[config.mk]
export PLATFORM = sky130hd
export DESIGN_NAME = adder_result_accumulator
export DESIGN_NICKNAME = d
export VERILOG_FILES = /design/src/rtl/adder_result_accumulator.sv
export SDC_FILE = /design/constraint.sdc
export NUM_CORES = 1
export LEC_CHECK = 0
export ABC_AREA = 1
export CORE_MARGIN = 2
export CORE_UTILIZATION = 49
export DETAILED_ROUTE_END_ITERATION = 10
export PLACE_DENSITY = 0.78
export SYNTH_ARGS = -nofsm -noshare
export SYNTH_HDL_FRONTEND = slang
export SYNTH_SLANG_ARGS = --single-unit
[constraint.sdc]
create_clock -name clk -period 2.1 [get_ports clk]
set_input_delay 0.63 -clock clk [delete_from_list [all_inputs] [get_ports clk]]
set_output_delay 0.63 -clock clk [all_outputs]
set_load 0.005 [all_outputs]
[src/rtl/adder_result_accumulator.sv]
// Accumulates {C4,Sum} results from an upstream 4-bit adder over a run of
// n_samples valid cycles, saturating at the top of the accumulator range.
//
// state | meaning
// IDLE  | waiting for start; outputs hold the last run's results
// ACCUM | adding each valid operand until count reaches the target
// DONE  | one-cycle completion pulse, then back to IDLE
module adder_result_accumulator #(
  parameter int ACC_W = 8
) (
  input  logic             clk,
  input  logic             rst,
  input  logic             start,
  input  logic [3:0]       n_samples,
  input  logic             in_valid,
  input  logic [3:0]       Sum,
  input  logic             C4,
  output logic [ACC_W-1:0] acc_out,
  output logic [4:0]       count,
  output logic             busy,
  output logic             done,
  output logic             ovf
);

  typedef enum logic [1:0] {
    IDLE  = 2'd0,
    ACCUM = 2'd1,
    DONE  = 2'd2
  } state_t;

  state_t state, state_nxt;

  logic [4:0]       target;
  logic [ACC_W-1:0] operand;
  logic [ACC_W:0]   sum_ext;
  logic             take_start;
  logic             accept;
  logic             last;

  assign operand    = {{(ACC_W-5){1'b0}}, C4, Sum};
  assign sum_ext    = {1'b0, acc_out} + {1'b0, operand};
  assign take_start = (state == IDLE) && start;
  assign accept     = (state == ACCUM) && in_valid;
  assign last       = accept && ((count + 5'd1) == target);

  always_ff @(posedge clk) begin
    if (rst) state <= IDLE;
    else     state <= state_nxt;
  end

  always_comb begin
    state_nxt = state;
    busy      = 1'b0;
    done      = 1'b0;
    case (state)
      IDLE: begin
        if (start) state_nxt = ACCUM;
      end
      ACCUM: begin
        busy = 1'b1;
        if (last) state_nxt = DONE;
      end
      DONE: begin
        done      = 1'b1;
        state_nxt = IDLE;
      end
      default: state_nxt = IDLE;
    endcase
  end

  // n_samples of 0 encodes a full run of 16
  always_ff @(posedge clk) begin
    if (rst) begin
      acc_out <= '0;
      count   <= 5'd0;
      ovf     <= 1'b0;
      target  <= 5'd16;
    end else if (take_start) begin
      acc_out <= '0;
      count   <= 5'd0;
      ovf     <= 1'b0;
      target  <= (n_samples == 4'd0) ? 5'd16 : {1'b0, n_samples};
    end else if (accept) begin
      count <= count + 5'd1;
      if (sum_ext[ACC_W]) begin
        acc_out <= '1;
        ovf     <= 1'b1;
      end else begin
        acc_out <= sum_ext[ACC_W-1:0];
      end
    end
  end

endmodule

-- After elaboration in Yosys (flattened, before gate mapping)
Index checks and enable logic that the tools add are counted.
- reduce and logical (&&, ||, !) cells: 8
- $add $sub $neg: 2
- mux-type cells: 7
- equality and inequality tests: 5
- operators by type and width (operator ; count):
    $add 8x5->9 ; 1
    $mux 8 ; 1
    $add 5x1->5 const B ; 1
    $eq 5x5->1 ; 1
    $mux 5 ; 1
    $logic_not 4->1 ; 1
    $mux 2 ; 2
    $ne 2x2->1 const B ; 2
    $pmux 2 s2 ; 1
    $reduce_and 2->1 ; 2
    $logic_and 1x1->1 ; 3
    $eq 2x1->1 const B ; 1
    $eq 2x2->1 const B ; 1
    $logic_not 2->1 ; 1
    $mux 1 ; 2
    $reduce_or 2->1 ; 1
- output and inout port bits: 16
- register bits: 21
- logic and storage cells: 27

-- Logic depth before layout (Yosys ltp)
Gate-level depths: netlist of the first run.
- depth after elaboration: 5
- gate-level depth with buffers: 11
- depth with buffers taken out: 11

-- Worst setup path after synthesis of the first run
OpenSTA, ideal clock, no wires.
- path type: input -> register
- start point: input port Sum[0]
- end point: register acc_out[3]
- library setup time: 0.112 ns
- path buffers: 0
- required time: 1.988 ns
- arrival time: 1.801 ns
- slack: 0.188 ns
- stages on the path: 10
- cells stage by stage: ha_1 fa_1 nand3_1 nand2_1 nand2_1 nand2_1 nand2_1 inv_1 nor2_1 nor2_1
- word-level cells in the longest chain between the ends: 2
- RTL lines (item ; line ; source):
    start: declaration ; 16 ; input logic [3:0] Sum,
    $add 8x5->9 ; 41 ; assign sum_ext = {1'b0, acc_out} + {1'b0, operand};
    $mux 8 ; 85 ; if (sum_ext[ACC_W]) begin
    end signal: assignment ; 89 ; acc_out <= sum_ext[ACC_W-1:0];
    end: declaration ; 18 ; output logic [ACC_W-1:0] acc_out,
Every way passes these cells.
A chain may end at the register's enable or synchronous reset.

-- Worst setup path after layout of the first run
- start point: input port Sum[0]
- end point: register acc_out[5]
The elaborated chain is that of the path after synthesis.

==> summary.txt, run 1 <==
Place
  • RePlAce Congestion: 0.8015
  • DP HPWL: 2223 um
  • Port bufs: 28
  • Dpl cells: 246
  • Instance area at placement: 0.001574 mm^2

Flow run
  • Maximum capacitance violations: 0

Die
  • Starting Density: 51.02%
  • FP Rows: 18
  • Die Span Y: 54.56 um
  • Boundary pin count: 29
  • Die area: 0.002976 mm^2
  • Die width: 54.56 um
  • Core area: 0.002455 mm^2

GRT
  • First-pass GRT wire length: 4319 um
  • Vias in the first global route: 1086
  • Initial antenna violation count: 0
  • GRT Util Overall: 20.18%
  • GR Overflow Total: 0
  • Largest net degree at the start of global routing: 16

Clock network
  • Clk root buf: clkbuf_4
  • Clk pin slew, worst setup/hold paths: 110 ps
  • Hold buffer count at CTS: 0
  • Clock Sinks: 21
  • Clk Latency, worst-skew pair: 300 ps
  • CTS Buf Count: 3
  • Clk buf depth: 2
  • Post-CTS Setup Bufs: 0
  • CTS tree: yes
  • H-tree depth: 1

Finish
  • Final nets: 241
  • Finished Cell Area: 0.001610 mm^2
  • Layout cell share with drive strength beyond 1: 8.636%
  • Area growth, synth to finish: 28.57%
  • N_diodes: 0
  • FF/Latch Area: 420.4 um^2
  • Multi-input logic area: 695.7 um^2
  • Post-route insts no fill: 250
  • Fillers: 222

Timing
  • Final TNS setup: 0 ps
  • Slew Limit Fails: 0
  • RSZ-0062 raised after global routing: no
  • Fmax: 502.9 MHz
  • Worst rel slew slack: 77.26%
  • Worst-Margin Slew: 340.8 ps
  • Min Tclk post-route: 1989 ps
  • Period utilisation layout: 94.69%
  • Hold Slack: 494.6 ps
  • Endpoints failing setup: 0
  • Clock Skews: 5.831 ps
  • Final Hold Viols: 0

Worst setup path
  • CP peak stage delay: 400 ps
  • Nature of the critical path startpoint: primary input
  • Setup crit end kind: flip-flop
  • Worst path arrival time: 2180 ps
  • Crit path cell chain: clkdlybuf4s50_1, ha_2, fa_2, nand3_1, nand2_1, nand2_1, nand2_1, nand2_1, nand2_1, nor2_1, nor2_1
  • Crit path required time: 2290 ps
  • WS Path Type: in2reg
  • Crit Path Max Fanout: 3
  • CP max-delay cell: clkdlybuf4s50_1
  • Crit path top cell by count: nand2_1

Pwr
  • Pwr per Cell Area: 494.2 mW/mm^2
  • Worst ir drop on vdd: 0.3823 mV
  • Lkg Pwr: 0.7129 nW

Detailed routing
  • DR vias/cell: 5.100
  • Drt wl/cell: 11.00 um
  • DRC: 0
  • Vias: 1275
  • Iteration count of the initial detailed-routing pass: 4
  • Post-Route WL: 2750 um
  • Antenna Violating Nets Remaining: 0
  • Drt initial violations: 41

Yosys
  • Main synth FF type: dfxtp_1
  • Synth warnings: 0
  • Flops & latches, synth: 21
  • Synthesized area: 0.001252 mm^2
  • Top cells by count, synth: 53 x nand2_1, 28 x inv_1, 21 x dfxtp_1
  • Number of enable flip-flop cells after synthesis: 0
  • Netlist cell types: 24
  • Synth Instances: 186
  • Synth top area share: 33.57%
  • Area leader, netlist: dfxtp_1
  • Syn_nets: 206
  • Count leader, synth: nand2_1
  • Mapped Avg Cell Area: 6.734 um^2
  • Ranking of synthesized cells by area: dfxtp_1 34%, nand2_1 16%, inv_1 8.4%
  • Sequential-to-total area share from yosys stat: 33.57%
  • Asr flop ratio synth: 0%

Hold path
  • Worst min path class: reg2reg

Status
  • Status: completed
## cell usage in the layout, fill, tap and decap left out, types with 3 or more instances in the layout
cell type,n
clkbuf_4,3
nand3_1,15
nand2_1,51
ha_1,5
nor2_1,15
inv_1,28
nand2_2,3
dfxtp_1,21
nor3_1,3
clkdlybuf4s50_1,28
a21oi_1,11
buf_4,5
o21ai_0,7
nand4_1,5
## path summary, 6_finish.rpt
kind / slack (ps) / start / cells after the start / to
setup / recovery: 110 / Sum[0] / 11 / acc_out[5]
hold / removal: 490 / acc_out[0] / 2 / acc_out[0]
setup reg to reg: 520 / acc_out[0] / 10 / acc_out[5]
hold reg to reg: 490 / acc_out[0] / 2 / acc_out[0]
## power breakdown
group          internal (W)  switching [W]
Sequential         0.000416      0.0000177
Combinational     0.0000827      0.0000890
Clock             0.0000740       0.000116
Total              0.000573       0.000223
## logic make-up after synthesis
family / synth area share (%)
flip-flops: 33.57
AND/OR/NAND/NOR: 34.27
adder cells (fa/ha/maj): 7.592
buffers and inverters: 11.69
AO/OA/AOI/OAI: 10.79
XOR/XNOR: 2.098
## per-stage QoR
| step | power [W] | util [%] | setup WS [ps] |
|---|---|---|---|
| 2_1_floorplan | 0.0005461 | - | 187.5 |
| 5_1_grt | 0.0008465 | 65.60 | 1.296 |
| 3_5_place_dp | 0.0006126 | 64.12 | -322.5 |
| 4_1_cts | 0.0007977 | 65.19 | 0.8178 |
| 6_report | 0.0007958 | 65.60 | 111.5 |
| 3_3_place_gp | 0.0006080 | 64.12 | -281.0 |
## worst max-delay path, delay by kind of cell
family / cells / cell delay, ps
fa+ha+maj: 2 / 540
buf+inv: 1 / 400
simple gates: 8 / 610
## area by class of cell
class	instances	area share [%]
clock buffers	4	1.632
multi-input cells	132	43.20
inverters	30	6.993
repair buffers	33	19.74
flip-flops and latches	21	26.11
well taps	30	2.331
## state kept, by name (all words and copies together) (netlist names)
name and count:
acc_out 8, target 5, ovf 1, count 5, state 2
## per-layer routing
metal	vias to the layer above	part of all wire (%)	wire length [um]	global-route usage [%]
li1	665	-	-	-
met1	565	42	1164	21.79
met2	41	51	1411	38.55
met3	4	5.4	148	3.552
met4	0	0.91	25	7.500
met5	-	0	0	0
## repair_timing
item | 4_1_cts | 5_1_grt
setup endpoints to repair | 0 | 9
hold endpoints to repair | 0 | 0
gates resized for setup | 0 | 5
Power figures use the tool's default switching activity.
==> run 2, diff against run 1 <==
--- a/config.mk
+++ b/config.mk
@@ -10,6 +10,7 @@
 export CORE_UTILIZATION = 49
 export DETAILED_ROUTE_END_ITERATION = 10
 export PLACE_DENSITY = 0.78
+export RECOVER_POWER = 100
 export SYNTH_ARGS = -nofsm -noshare
 export SYNTH_HDL_FRONTEND = slang
 export SYNTH_SLANG_ARGS = --single-unit
==> run 2 against run 1 <==
  * Largest cell class unchanged
  * Maximum frequency decreased by 0.46%
  * Clock-buffer cell count unchanged
  * Largest power group unchanged
  * Final area is 0.47% lower
  * Critical endpoint is now busy
==> summary.txt, run 2 (synthesis results as in run 1) <==
Place
  • Dpl cells: 246 (unchanged)
  • Port bufs: 28 (unchanged)
  • DP HPWL: 2223 um (unchanged)
  • Instance area at placement: 0.001574 mm^2 (unchanged)
  • RePlAce Congestion: 0.8015 (unchanged)

Hold path
  • Worst min path class: reg2reg

Timing
  • Period utilisation layout: 95.13% (+0.44 points)
  • Slew Limit Fails: 0 (unchanged)
  • RSZ-0062 raised after global routing: no
  • Final Hold Viols: 0 (unchanged)
  • Worst rel slew slack: 69.55% (-7.7 points)
  • Min Tclk post-route: 1998 ps (+9.260 ps)
  • Fmax: 500.5 MHz (-0.46%)
  • Endpoints failing setup: 0 (unchanged)
  • Clock Skews: 7.858 ps (+2.027 ps)
  • Worst-Margin Slew: 455.1 ps (+114.3 ps)

Die
  • Die Span Y: 54.56 um (unchanged)
  • Core area: 0.002455 mm^2 (unchanged)
  • Die width: 54.56 um (unchanged)
  • Die area: 0.002976 mm^2 (unchanged)
  • FP Rows: 18 (unchanged)
  • Starting Density: 51.02% (unchanged)
  • Boundary pin count: 29 (unchanged)

Clock network
  • CTS tree: yes
  • Clk Latency, worst-skew pair: 300 ps (about the same)
  • Clk pin slew, worst setup/hold paths: 110 ps (about the same)
  • Post-CTS Setup Bufs: 0 (unchanged)
  • H-tree depth: 1 (unchanged)
  • CTS Buf Count: 3 (unchanged)
  • Clock Sinks: 21 (unchanged)
  • Clk root buf: clkbuf_4
  • Clk buf depth: 2 (unchanged)

Detailed routing
  • Antenna Violating Nets Remaining: 0 (unchanged)
  • Drt initial violations: 47 (+15%)
  • Iteration count of the initial detailed-routing pass: 4 (unchanged)
  • Drt wl/cell: 10.89 um (-1.0%)
  • Vias: 1253 (-1.7%)
  • DR vias/cell: 5.012 (-1.7%)
  • DRC: 0 (unchanged)
  • Post-Route WL: 2722 um (-1.0%)

Finish
  • Max FFs per register: 8 (unchanged)
  • Biggest regs: acc_out x8, count x5, target x5
  • Fin util: 65.29% (-0.31 points)
  • Most common cell after layout, fill and taps aside: nand2_1
  • N_diodes: 0 (unchanged)
  • Finished Cell Area: 0.001603 mm^2 (-0.47%)
  • Final nets: 241 (unchanged)
  • Fillers: 224 (+0.90%)
  • Post-route insts no fill: 250 (unchanged)
  • Layout cell share with drive strength beyond 1: 7.727% (-0.91 points)
  • Area growth, synth to finish: 27.97%
  • Top reg by flops: acc_out
  • Commonest cells after routing, fill and taps aside: 51 x nand2_1, 29 x inv_1, 21 x dfxtp_1, 16 x nor2_1

Status
  • Status: completed

GRT
  • GR Overflow Total: 0 (unchanged)
  • Largest net degree at the start of global routing: 16 (unchanged)
  • First-pass GRT wire length: 4319 um (unchanged)
  • Vias in the first global route: 1086 (unchanged)
  • Initial antenna violation count: 0 (unchanged)
  • GRT Util Overall: 20.18% (unchanged)

Worst setup path
  • Setup crit end kind: primary output
  • Crit path required time: 1470 ps (-820 ps)
  • Worst path arrival time: 1370 ps (-810 ps)
  • Nature of the critical path startpoint: flip-flop
  • Crit Path Max Fanout: 3 (unchanged)
  • WS Path Type: reg2out

Pwr
  • Lkg Pwr: 0.7607 nW (+6.7%)
  • Pwr per Cell Area: 491.8 mW/mm^2 (-0.47%)
  • Worst ir drop on vdd: 0.3801 mV (-0.58%)

Flow run
  • Maximum capacitance violations: 0 (unchanged)
-- run 2: final cells by class --
cell class / count / area (um^2) / area share [%]
Multi-Input combinational cell: 132 / 688.2 / 42.94
Tap cell: 30 / 37.54 / 2.342
Timing Repair Buffer: 33 / 317.8 / 19.83
Sequential cell: 21 / 420.4 / 26.23
Inverter: 30 / 112.6 / 7.026
Clock buffer: 4 / 26.28 / 1.639
-- run 2: layer usage --
layer	global-route usage (%)	part of all wire [%]
met1	21.79	43
met2	38.55	52
met3	3.552	4.3
met4	7.500	0.37
met5	0	0
-- run 2: timing repair --
| action | 4_1_cts | 5_1_grt |
|---|---|---|
| setup endpoints to repair | 0 | 9 |
| gates resized for setup | 0 | 5 |
| hold buffers | 0 | 0 |
-- run 2: critical path, stage by stage (launching register included) --
cell           delay, ps
dfxtp_1              350
inv_1                 60
nand2_2               70
inv_1                 40
dlygate4sd3_1        560
-- run 2: power by group --
group | switching, W | internal (W)
Sequential | 0.0000174 | 0.000416
Clock | 0.000115 | 0.0000739
Combinational | 0.0000869 | 0.0000785
Total | 0.000220 | 0.000569
-- run 2: worst paths after layout --
path | start | to | slack (ps) | depth (start not counted)
setup / recovery | state[1] | busy | 100 | 4
hold / removal | ovf | ovf | 490 | 2
setup reg to reg | acc_out[0] | acc_out[3] | 530 | 10
hold reg to reg | ovf | ovf | 490 | 2
-- run 2: per-stage QoR --
step                setup WS, ps  hold slack, ps  setup TNS [ps]  total power, W
global placement          -281.0           468.3           -2091       0.0006080
floorplan                  187.5           448.6               0       0.0005461
global route               1.290           520.4               0       0.0008399
detailed placement        -322.5           471.5           -2436       0.0006126
CTS                       0.8178           496.5               0       0.0007977
finish                     102.2           490.1               0       0.0007883
